[src/rtl/user_io_mmio_pkg.sv]
// Shared register map and decode helpers for the user I/O MMIO window.
// Offsets and BSTATUS bit positions are the same ones software headers are generated from.
package user_io_mmio_pkg;

  localparam logic [7:0] OFF_LED     = 8'h00;
  localparam logic [7:0] OFF_SWITCH  = 8'h04;
  localparam logic [7:0] OFF_BSTATUS = 8'h08;
  localparam logic [7:0] OFF_BDATA   = 8'h0C;
  localparam logic [7:0] OFF_BCLEAR  = 8'h10;

  localparam int unsigned BSTAT_AVAIL_BIT = 0;
  localparam int unsigned BSTAT_OVF_BIT   = 1;
  localparam int unsigned BSTAT_CNT_LSB   = 4;
  localparam int unsigned BSTAT_CNT_MSB   = 7;

  typedef enum logic [2:0] {
    RegLed,
    RegSwitch,
    RegBstatus,
    RegBdata,
    RegBclear,
    RegNone
  } reg_sel_e;

  // Takes the word address only; byte-lane bits are not part of the decode.
  function automatic reg_sel_e decode_reg(input logic [5:0] word_addr);
    reg_sel_e sel;
    case ({word_addr, 2'b00})
      OFF_LED:     sel = RegLed;
      OFF_SWITCH:  sel = RegSwitch;
      OFF_BSTATUS: sel = RegBstatus;
      OFF_BDATA:   sel = RegBdata;
      OFF_BCLEAR:  sel = RegBclear;
      default:     sel = RegNone;
    endcase
    return sel;
  endfunction

endpackage

[src/rtl/user_io_mmio_if.sv]
// CPU-side load/store port into the user I/O window.
interface user_io_mmio_if;
  logic [7:0]  io_addr;
  logic        io_ren;
  logic        io_wen;
  logic [31:0] io_wdata;
  logic [31:0] io_rdata;

  modport master (output io_addr, output io_ren, output io_wen, output io_wdata,
                  input io_rdata);
  modport slave  (input io_addr, input io_ren, input io_wen, input io_wdata,
                  output io_rdata);
endinterface

[src/rtl/user_io_mmio_button_event_fifo.sv]
// Synchronous FIFO for button press events; dout shows the head entry combinationally.
module user_io_mmio_button_event_fifo #(
  parameter int unsigned Width = 3,
  parameter int unsigned Depth = 8
) (
  input  logic                       clk,
  input  logic                       rst,
  input  logic                       push,
  input  logic                       pop,
  input  logic                       flush,
  input  logic [Width-1:0]           din,
  output logic [Width-1:0]           dout,
  output logic                       full,
  output logic                       empty,
  output logic [$clog2(Depth):0]     count
);

  localparam int unsigned PtrW = $clog2(Depth);

  logic [Width-1:0] mem_q [Depth];
  logic [PtrW-1:0]  wr_ptr_q, rd_ptr_q;
  logic [PtrW:0]    count_q;
  logic             do_push, do_pop;

  assign empty   = (count_q == '0);
  assign full    = (count_q == (PtrW + 1)'(Depth));
  assign count   = count_q;
  assign dout    = mem_q[rd_ptr_q];
  assign do_pop  = pop & ~empty;
  // A pop in the same cycle frees the slot, so a full queue can still accept.
  assign do_push = push & (~full | do_pop);

  always_ff @(posedge clk) begin
    if (rst || flush) begin
      wr_ptr_q <= '0;
      rd_ptr_q <= '0;
      count_q  <= '0;
    end else begin
      if (do_push) wr_ptr_q <= wr_ptr_q + PtrW'(1);
      if (do_pop)  rd_ptr_q <= rd_ptr_q + PtrW'(1);
      case ({do_push, do_pop})
        2'b10:   count_q <= count_q + (PtrW + 1)'(1);
        2'b01:   count_q <= count_q - (PtrW + 1)'(1);
        default: count_q <= count_q;
      endcase
    end
  end

  always_ff @(posedge clk) begin
    if (!rst && !flush && do_push) mem_q[wr_ptr_q] <= din;
  end

endmodule

[src/rtl/user_io_mmio.sv]
// User I/O MMIO responder: LED register, synchronised switches and a queue of button press events.
module user_io_mmio
  import user_io_mmio_pkg::*;
#(
  parameter int unsigned N_BUTTONS  = 3,
  parameter int unsigned N_SWITCHES = 2,
  parameter int unsigned N_LEDS     = 6,
  parameter int unsigned FIFO_DEPTH = 8
) (
  input  logic                  clk,
  input  logic                  rst,
  user_io_mmio_if.slave         bus,
  input  logic [N_BUTTONS-1:0]  clean_buttons,
  input  logic [N_SWITCHES-1:0] switches,
  output logic [N_LEDS-1:0]     leds
);

  localparam int unsigned CntW = $clog2(FIFO_DEPTH) + 1;

  reg_sel_e              sel;
  logic                  unused_addr_lsb;
  logic [N_LEDS-1:0]     led_q;
  logic [N_SWITCHES-1:0] sw_meta_q, sw_sync_q;
  logic [N_BUTTONS-1:0]  btn_prev_q, rise;
  logic                  ovf_q;
  logic [31:0]           rdata_d;

  logic                  fifo_push, fifo_pop, fifo_flush;
  logic                  fifo_full, fifo_empty;
  logic [N_BUTTONS-1:0]  fifo_dout;
  logic [CntW-1:0]       fifo_count;
  logic [31:0]           cnt_wide;
  logic [3:0]            cnt_disp;

  assign sel             = decode_reg(bus.io_addr[7:2]);
  assign unused_addr_lsb = ^bus.io_addr[1:0];

  assign rise       = clean_buttons & ~btn_prev_q;
  assign fifo_push  = ~rst & (|rise);
  assign fifo_pop   = bus.io_ren & (sel == RegBdata) & ~fifo_empty;
  assign fifo_flush = bus.io_wen & (sel == RegBclear);

  user_io_mmio_button_event_fifo #(
    .Width (N_BUTTONS),
    .Depth (FIFO_DEPTH)
  ) u_fifo (
    .clk   (clk),
    .rst   (rst),
    .push  (fifo_push),
    .pop   (fifo_pop),
    .flush (fifo_flush),
    .din   (rise),
    .dout  (fifo_dout),
    .full  (fifo_full),
    .empty (fifo_empty),
    .count (fifo_count)
  );

  // btn_prev tracks the buttons even in reset so a button held through reset never fires.
  always_ff @(posedge clk) begin
    btn_prev_q <= clean_buttons;
  end

  always_ff @(posedge clk) begin
    if (rst) begin
      led_q     <= '0;
      sw_meta_q <= '0;
      sw_sync_q <= '0;
      ovf_q     <= 1'b0;
    end else begin
      sw_meta_q <= switches;
      sw_sync_q <= sw_meta_q;
      if (bus.io_wen && sel == RegLed) led_q <= bus.io_wdata[N_LEDS-1:0];
      if (fifo_flush) begin
        ovf_q <= 1'b0;
      end else if (fifo_push && fifo_full && !fifo_pop) begin
        ovf_q <= 1'b1;
      end
    end
  end

  assign cnt_wide = 32'(fifo_count);
  assign cnt_disp = (cnt_wide > 32'd15) ? 4'hF : cnt_wide[3:0];

  // Read mux sees pre-edge state; BDATA pop and any write commit at the same edge.
  always_comb begin
    rdata_d = '0;
    case (sel)
      RegLed:    rdata_d[N_LEDS-1:0] = led_q;
      RegSwitch: rdata_d[N_SWITCHES-1:0] = sw_sync_q;
      RegBstatus: begin
        rdata_d[BSTAT_AVAIL_BIT]             = ~fifo_empty;
        rdata_d[BSTAT_OVF_BIT]               = ovf_q;
        rdata_d[BSTAT_CNT_MSB:BSTAT_CNT_LSB] = cnt_disp;
      end
      RegBdata: begin
        if (!fifo_empty) rdata_d[N_BUTTONS-1:0] = fifo_dout;
      end
      default: rdata_d = '0;
    endcase
  end

  always_ff @(posedge clk) begin
    if (rst) begin
      bus.io_rdata <= '0;
    end else if (bus.io_ren) begin
      bus.io_rdata <= rdata_d;
    end
  end

  assign leds = led_q;

endmodule

[src/flat_wrapper.sv]
// flat-port wrapper written by rule: the top's interface ports become plain ports
module user_io_mmio_flat import user_io_mmio_pkg::*;
#(
  parameter int unsigned N_BUTTONS  = 3,
  parameter int unsigned N_SWITCHES = 2,
  parameter int unsigned N_LEDS     = 6,
  parameter int unsigned FIFO_DEPTH = 8
)
  (clk, rst, clean_buttons, switches, leds, bus_io_addr, bus_io_ren, bus_io_wen, bus_io_wdata, bus_io_rdata);
  user_io_mmio_if bus_i ();
  input  logic clk;
  input  logic rst;
  input  logic [N_BUTTONS-1:0] clean_buttons;
  input  logic [N_SWITCHES-1:0] switches;
  output logic [N_LEDS-1:0] leds;
  input wire logic [$bits(bus_i.io_addr)-1:0] bus_io_addr;
  input wire logic [$bits(bus_i.io_ren)-1:0] bus_io_ren;
  input wire logic [$bits(bus_i.io_wen)-1:0] bus_io_wen;
  input wire logic [$bits(bus_i.io_wdata)-1:0] bus_io_wdata;
  output wire logic [$bits(bus_i.io_rdata)-1:0] bus_io_rdata;
  assign bus_i.io_addr = bus_io_addr;
  assign bus_i.io_ren = bus_io_ren;
  assign bus_i.io_wen = bus_io_wen;
  assign bus_i.io_wdata = bus_io_wdata;
  assign bus_io_rdata = bus_i.io_rdata;
  user_io_mmio #(.N_BUTTONS(N_BUTTONS), .N_SWITCHES(N_SWITCHES), .N_LEDS(N_LEDS), .FIFO_DEPTH(FIFO_DEPTH)) u_core (.clk(clk), .rst(rst), .bus(bus_i), .clean_buttons(clean_buttons), .switches(switches), .leds(leds));
endmodule
[config.mk]
export PLATFORM = sky130hd
export DESIGN_NAME = user_io_mmio_flat
export DESIGN_NICKNAME = d
export VERILOG_FILES = /design/src/rtl/user_io_mmio_pkg.sv /design/src/rtl/user_io_mmio_if.sv /design/src/rtl/user_io_mmio_button_event_fifo.sv /design/src/rtl/user_io_mmio.sv /design/src/flat_wrapper.sv
export SDC_FILE = /design/constraint.sdc
export NUM_CORES = 1
export LEC_CHECK = 0
export CAP_MARGIN = 30
export CORE_MARGIN = 10
export CORE_UTILIZATION = 42
export DETAILED_ROUTE_END_ITERATION = 6
export PLACE_DENSITY_LB_ADDON = 0.05
export SYNTH_ARGS = -nofsm -noshare
export SYNTH_HDL_FRONTEND = slang
export SYNTH_SLANG_ARGS = --single-unit
[constraint.sdc]
create_clock -name clk -period 2.4 [get_ports clk]
set_clock_uncertainty 0.05 [all_clocks]
set_input_delay 0.24 -clock clk [delete_from_list [all_inputs] [get_ports clk]]
set_output_delay 0.24 -clock clk [all_outputs]
set_load 0.1 [all_outputs]
# Word level (Yosys, flattened, before mapping)
# Memory sizes are Yosys's and may differ from the RTL's. A register that Yosys moved wholly into a read port is not among the register bits.
# Cells that the tools add are included.
[word_totals] ff_bits=32 latch_bits=0 ram_bits=24 mem_bits_ro=0 input_bits=49 output_inout_bits=38 word_cells=66 memories=1
[memory_table] memory="u_core.u_fifo.mem_q" words=8 width=3 read_ports=1 rd_ports_with_merged_regs=1 write_ports=1 line="user_io_mmio_button_event_fifo.sv:20" rtl="logic [Width-1:0] mem_q [Depth];"
[classes] n_addsub=4 mul=0 div_mod_pow=0 magnitude_cmp=1 n_eq_ne=11 shifts=0 muxes=13 bitwise=12 n_reduce_logical=15
[ops] op="case mux 3 bit (5 select lines)" n=1
[ops] op="equality test 6 x 2 -> 1 bit (second input constant)" n=2
[ops] op="2-to-1 mux 3 bit" n=3
[ops] op="case mux 2 bit (4 select lines)" n=1
[ops] op="case mux 4 bit (2 select lines)" n=1
[ops] op="adder 3 x 1 -> 3 bit (second input constant)" n=2
[ops] op="AND 1 bit" n=6
[ops] op="equality test 3 x 2 -> 1 bit (second input constant)" n=2
[ops] op="equality test 6 x 1 -> 1 bit (second input constant)" n=1
[ops] op="equality test 6 x 3 -> 1 bit (second input constant)" n=1
[ops] op="zero test 6 bit" n=1
[ops] op="logical AND 1 bit" n=5
[ops] op="adder 4 x 1 -> 4 bit (second input constant)" n=1
[ops] op="equality test 4 bit (second input constant)" n=1
[ops] op="> comparator 4 bit (second input constant)" n=1
[ops] op="zero test 4 bit" n=1
[ops] op="2-to-1 mux 4 bit" n=1
[ops] op="case mux 2 bit (2 select lines)" n=1
[ops] op="subtractor 4 x 1 -> 4 bit (second input constant)" n=1
[ops] op="AND 3 bit" n=1
[ops] op="equality test 3 x 1 -> 1 bit (second input constant)" n=1
[ops] op="equality test 3 bit (second input constant)" n=1
[ops] op="zero test 1 bit" n=3
[ops] op="zero test 3 bit" n=1
[ops] op="other kinds (12)" n=16

# Depth between registers and ports, before layout
# Gate-level depths: netlist (run 1).
[logic_depth] ltp_word=11 ltp_mapped=10 depth_no_buf=9

# Modules after synthesis
# A second synthesis (run 1) with hierarchy kept.
[hier_totals] cells_unflattened=237 area_unflattened_um2=2737.6
[modules_own_cells] mod="user_io_mmio_button_event_fifo" n_inst=1 cells_per_inst=119 area_per_inst_um2=1637.8 seq_area_each_um2=980.9
[modules_own_cells] mod="user_io_mmio" n_inst=1 cells_per_inst=118 area_per_inst_um2=1099.8 seq_area_each_um2=440.4

# Least setup slack after synthesis (run 1)
# No wires, ideal clock.
[synth_path] path_type="reg-to-reg" startpoint="reg u_core.u_fifo.count_q[0] (netlist: u_core.u_fifo.count[0])" endpoint="reg u_core.u_fifo.count_q[3] (netlist: u_core.u_fifo.count[3])" setup_ns=0.072 t_arrival_ns=2.301 t_required_ns=2.278 path_slack_ns=-0.022 stages_incl_launch_ff=10 path_buffers=0 synth_period_minus_slack_ns=2.422 path_cell_list="dfxtp_1 -> or4_1 -> and4_1 -> nand2b_2 -> inv_1 -> ha_1 -> a21o_1 -> a21oi_1 -> mux2i_1 -> mux2i_1"
[synth_via] elab_chain_cells=8 elab_cells_between_ends=14 cone_classes="add/sub: 2; eq/ne: 3; mux: 1; bitwise: 6; reduce/logical: 2"
[synth_rtl] item="start, declared" line="user_io_mmio_button_event_fifo.sv:22" rtl="logic [PtrW:0] count_q;"
[synth_rtl] item="start signal, assigned" line="user_io_mmio_button_event_fifo.sv:42" rtl="2'b10: count_q <= count_q + (PtrW + 1)'(1);"
[synth_rtl] item="start signal, assigned" line="user_io_mmio_button_event_fifo.sv:43" rtl="2'b01: count_q <= count_q - (PtrW + 1)'(1);"
[synth_rtl] item="start signal, assigned" line="user_io_mmio_button_event_fifo.sv:44" rtl="default: count_q <= count_q;"
[synth_rtl] item="zero test 4 bit" line="user_io_mmio_button_event_fifo.sv:25" rtl="assign empty = (count_q == '0);"
[synth_rtl] item="inverter 1 bit" line="user_io_mmio_button_event_fifo.sv:29, user_io_mmio.sv:40"
[synth_rtl] item="AND 1 bit" line="user_io_mmio.sv:40" rtl="assign fifo_pop = bus.io_ren & (sel == RegBdata) & ~fifo_empty;"
[synth_rtl] item="AND 1 bit" line="user_io_mmio_button_event_fifo.sv:29" rtl="assign do_pop = pop & ~empty;"
[synth_rtl] item="OR 1 bit" line="user_io_mmio_button_event_fifo.sv:31" rtl="assign do_push = push & (~full | do_pop);"
[synth_rtl] item="AND 1 bit" line="user_io_mmio_button_event_fifo.sv:31"
[synth_rtl] item="equality test 2 x 1 -> 1 bit / equality test 2 bit (equally long branches)" line="user_io_mmio_button_event_fifo.sv:41" rtl="case ({do_push, do_pop})"
[synth_rtl] item="case mux 4 bit (2 select lines) / nonzero test 2 bit (equally long branches)"
# Parallel ways exist; a longest one is shown, timed or not.
# A chain may end at the register's enable or synchronous reset.

# Worst setup path after layout (run 1)
# Same ends and word-level chain as after synthesis.

==> impl_metrics.env, run 1 <==
export IMPL_status="finished, final reports clean"
export IMPL_leakagePower_nw=1.43
export IMPL_reg2reg_setup_slack_ns=0.08
export IMPL_grt_ovfl_total=0
export IMPL_reg2regPathDepth=9
export IMPL_end_kind="flip-flop"
export IMPL_grt_pass1_wl_um=9760
export IMPL_insertion_delay_ns=0.34
export IMPL_cts_tree="done"
export IMPL_initial_utilization_pct=42.8
export IMPL_grt_use_total_pct=12.3
export IMPL_netlist_area_um2=2700
export IMPL_startpoint_type="flip-flop"
export IMPL_crit_end="u_core.u_fifo.count[3]"
export IMPL_row_count=29
export IMPL_postCtsSetupBuffers=0
export IMPL_syn_area_per_cell_um2=11.2
export IMPL_clockBufferDepth=2
export IMPL_cp_arrival_ns=2.54
export IMPL_antenna_found_initial=0
export IMPL_fin_cells=392
export IMPL_die_w_um=100
export IMPL_nFillCells=564
export IMPL_ir_worst_vdd_v=0.000474
export IMPL_r2r_end="u_core.u_fifo.count[3]"
export IMPL_synth_edf_count=24
export IMPL_startpoint="u_core.u_fifo.count[0]"
export IMPL_grt_pass1_vias=1872
export IMPL_die_h_um=100
export IMPL_dr_pass1_iters=4
export IMPL_h_tree_depth=3
export IMPL_synth_ff_type="dfxtp_1"
export IMPL_cts_sinks=59
export IMPL_io_buffers=34
export IMPL_grt_max_degree=21
export IMPL_fin_crit_sh_pct=96.5
export IMPL_yosys_warnings=0
export IMPL_core_region_area_um2=6310
export IMPL_dp_cells=376
export IMPL_ioPinCount=87
export IMPL_post_route_drc_count=0
export IMPL_maxSlewViolCount=0
export IMPL_design_die_area_um2=10000
export IMPL_hold_violations=0
export IMPL_ant_nets=0
export IMPL_synth_seq_cells=59
export IMPL_setup_viol=0
export IMPL_numCtsBuffers=9
export IMPL_area_delta_synth_final_pct=28.1
export IMPL_syn_inst=241
export IMPL_viasPerCell=4.97
export IMPL_drive_above_1_share_pct=24.8
export IMPL_crit_required_ns=2.62
export IMPL_fmax_ghz=0.432
export IMPL_setup_tns_ns=0
export IMPL_synth_cell_types=49
export IMPL_antenna_cells=0
export IMPL_drt_iter0_markers=95
export IMPL_dp_hpwl_um=4610
export IMPL_hp_class="in2reg"
export IMPL_post_drt_wl_per_cell_um=15.6
export IMPL_num_vias=1948
export IMPL_clk_pin_slew_ns=0.06
export IMPL_wl_um=6100
export IMPL_period_needed_ns=2.32
export IMPL_nets=364
export IMPL_mostFrequentLayoutCell="buf_4"
export IMPL_maxCapViolCount=0
export IMPL_cts_root_buf="clkbuf_8"
export IMPL_power_total_mw=2.39
export IMPL_place_congestion=0.757
export IMPL_hold_depth=1
export IMPL_layout_common_cells="buf_4 (47), dfxtp_1 (35), conb_1 (24), edfxtp_1 (24), nor2_1 (21)"
export IMPL_ys_async_sr_fraction_pct=0
export IMPL_r2r_start="u_core.u_fifo.count[0]"
export IMPL_power_per_cell_area_nw_per_um2=692
export IMPL_yosysSeqAreaShare_pct=52.6
export IMPL_crit_fanout=2
export IMPL_critPathKind="reg2reg"
-- how the worst min path moves through the flow --
stage                                    from                   end  slack [ns]
final                        clean_buttons[2]  u_core.btn_prev_q[2]        0.32
after global routing         clean_buttons[1]  u_core.btn_prev_q[1]        0.33
after CTS                    clean_buttons[1]  u_core.btn_prev_q[1]        0.32
after detailed placement  u_core.sw_meta_q[0]   u_core.sw_sync_q[0]        0.38
after global placement    u_core.sw_meta_q[0]   u_core.sw_sync_q[0]        0.39
after floorplan              clean_buttons[0]  u_core.btn_prev_q[0]        0.22
-- per-stage QoR --
stage               hold slack (ns)  setup slack [ns]  cell area (µm²)  util, %
finish                        0.320            0.0837             3460     54.8
global route                  0.330          -0.00903             3460     54.8
CTS                           0.320           0.00884             3440     54.5
detailed placement            0.379            -0.236             3220     51.1
global placement              0.392            -0.204             3220     51.1
floorplan                     0.218            0.0226             2790        -
-- critical path: stages, from the launching register on --
cell and delay (ns):
dfxtp_1 0.31, or4_4 0.53, and4_4 0.22, nand2b_2 0.07
inv_1 0.05, ha_1 0.26, a21o_1 0.19, a21oi_2 0.13
mux2i_1 0.24, mux2i_1 0.19
-- metal layers --
metal	vias up	track usage, %	routed length (µm)
li1	959	-	-
met1	909	17.5	3000
met2	68	16.1	2460
met3	12	4.19	535
met4	0	5.54	99
met5	-	0	0
-- cells in the mapped netlist (2+ instances only) --
master     n  area, µm²
and3_1     2       12.5
buf_4     24        180
nand4b_1   2       17.5
xor2_1     3       26.3
a21o_1     2       15.0
mux2i_1   12        120
nand2_1   16       60.1
nand3_1    8       40.0
inv_1      6       22.5
ha_1       4       50.1
nor3_1     3       15.0
nor2_1    21       78.8
dfxtp_1   35        701
nand4_1    5       31.3
buf_2      4       20.0
a21oi_1   13       65.1
clkbuf_1   3       11.3
nor2b_1   11       68.8
a211oi_1   2       15.0
mux2_2     5       56.3
nor3b_1    4       30.0
mux4_2     4       90.1
edfxtp_1  24        721
nor4_1     2       12.5
a211o_1    2       17.5
-- timing repair --
action | CTS | global route
endpoints found under the hold margin | 0 | 0
gates resized for setup | 0 | 3
hold buffers | 0 | 0
endpoints found under the setup margin | 0 | 2
-- cell families after synthesis --
logic type                 synth area share, %
AOI/OAI and AO/OA                         7.04
xor gates and xnor gates                  1.30
adders and majority gates                 2.60
buffers and inverters                     8.80
DFF                                       52.6
muxes                                     10.4
other                                    0.139
and+or+nand+nor                           17.1
-- final cells by class --
class / count / area (µm²) / area share, %
well taps: 77 / 96.3 / 2.78
clock inverters: 6 / 78.8 / 2.28
inverters: 6 / 22.5 / 0.651
flip-flops and latches: 59 / 1420 / 41.1
repair buffers: 67 / 553 / 16.0
clock buffers: 10 / 138 / 3.98
multi-input cells: 167 / 1150 / 33.2
-- flip-flops by register name (all words and copies together) (netlist names), named ones only --
signal                  cells
u_core.btn_prev_q           3
u_core.sw_sync_q            2
u_core.u_fifo.count         4
u_core.u_fifo.wr_ptr_q      3
u_core.ovf_q                1
u_core.bus.io_rdata         8
u_core.sw_meta_q            2
u_core.u_fifo.rd_ptr_q      3
u_core.leds                 6
u_core.u_fifo.mem_q        24
-- power by group --
part	internal, mW	switching (mW)	leakage, nW
registers	1.06	0.00713	0.505
clock network	0.602	0.384	0.105
logic	0.0880	0.254	0.815
Note: power is estimated with default switching activity, not from simulation.
==> run 2: changes to the inputs <==
- CTS_CLUSTER_SIZE: unset -> 16
==> results of run 2 <==
Final layout, timing and power as in run 1 (identical DEF).
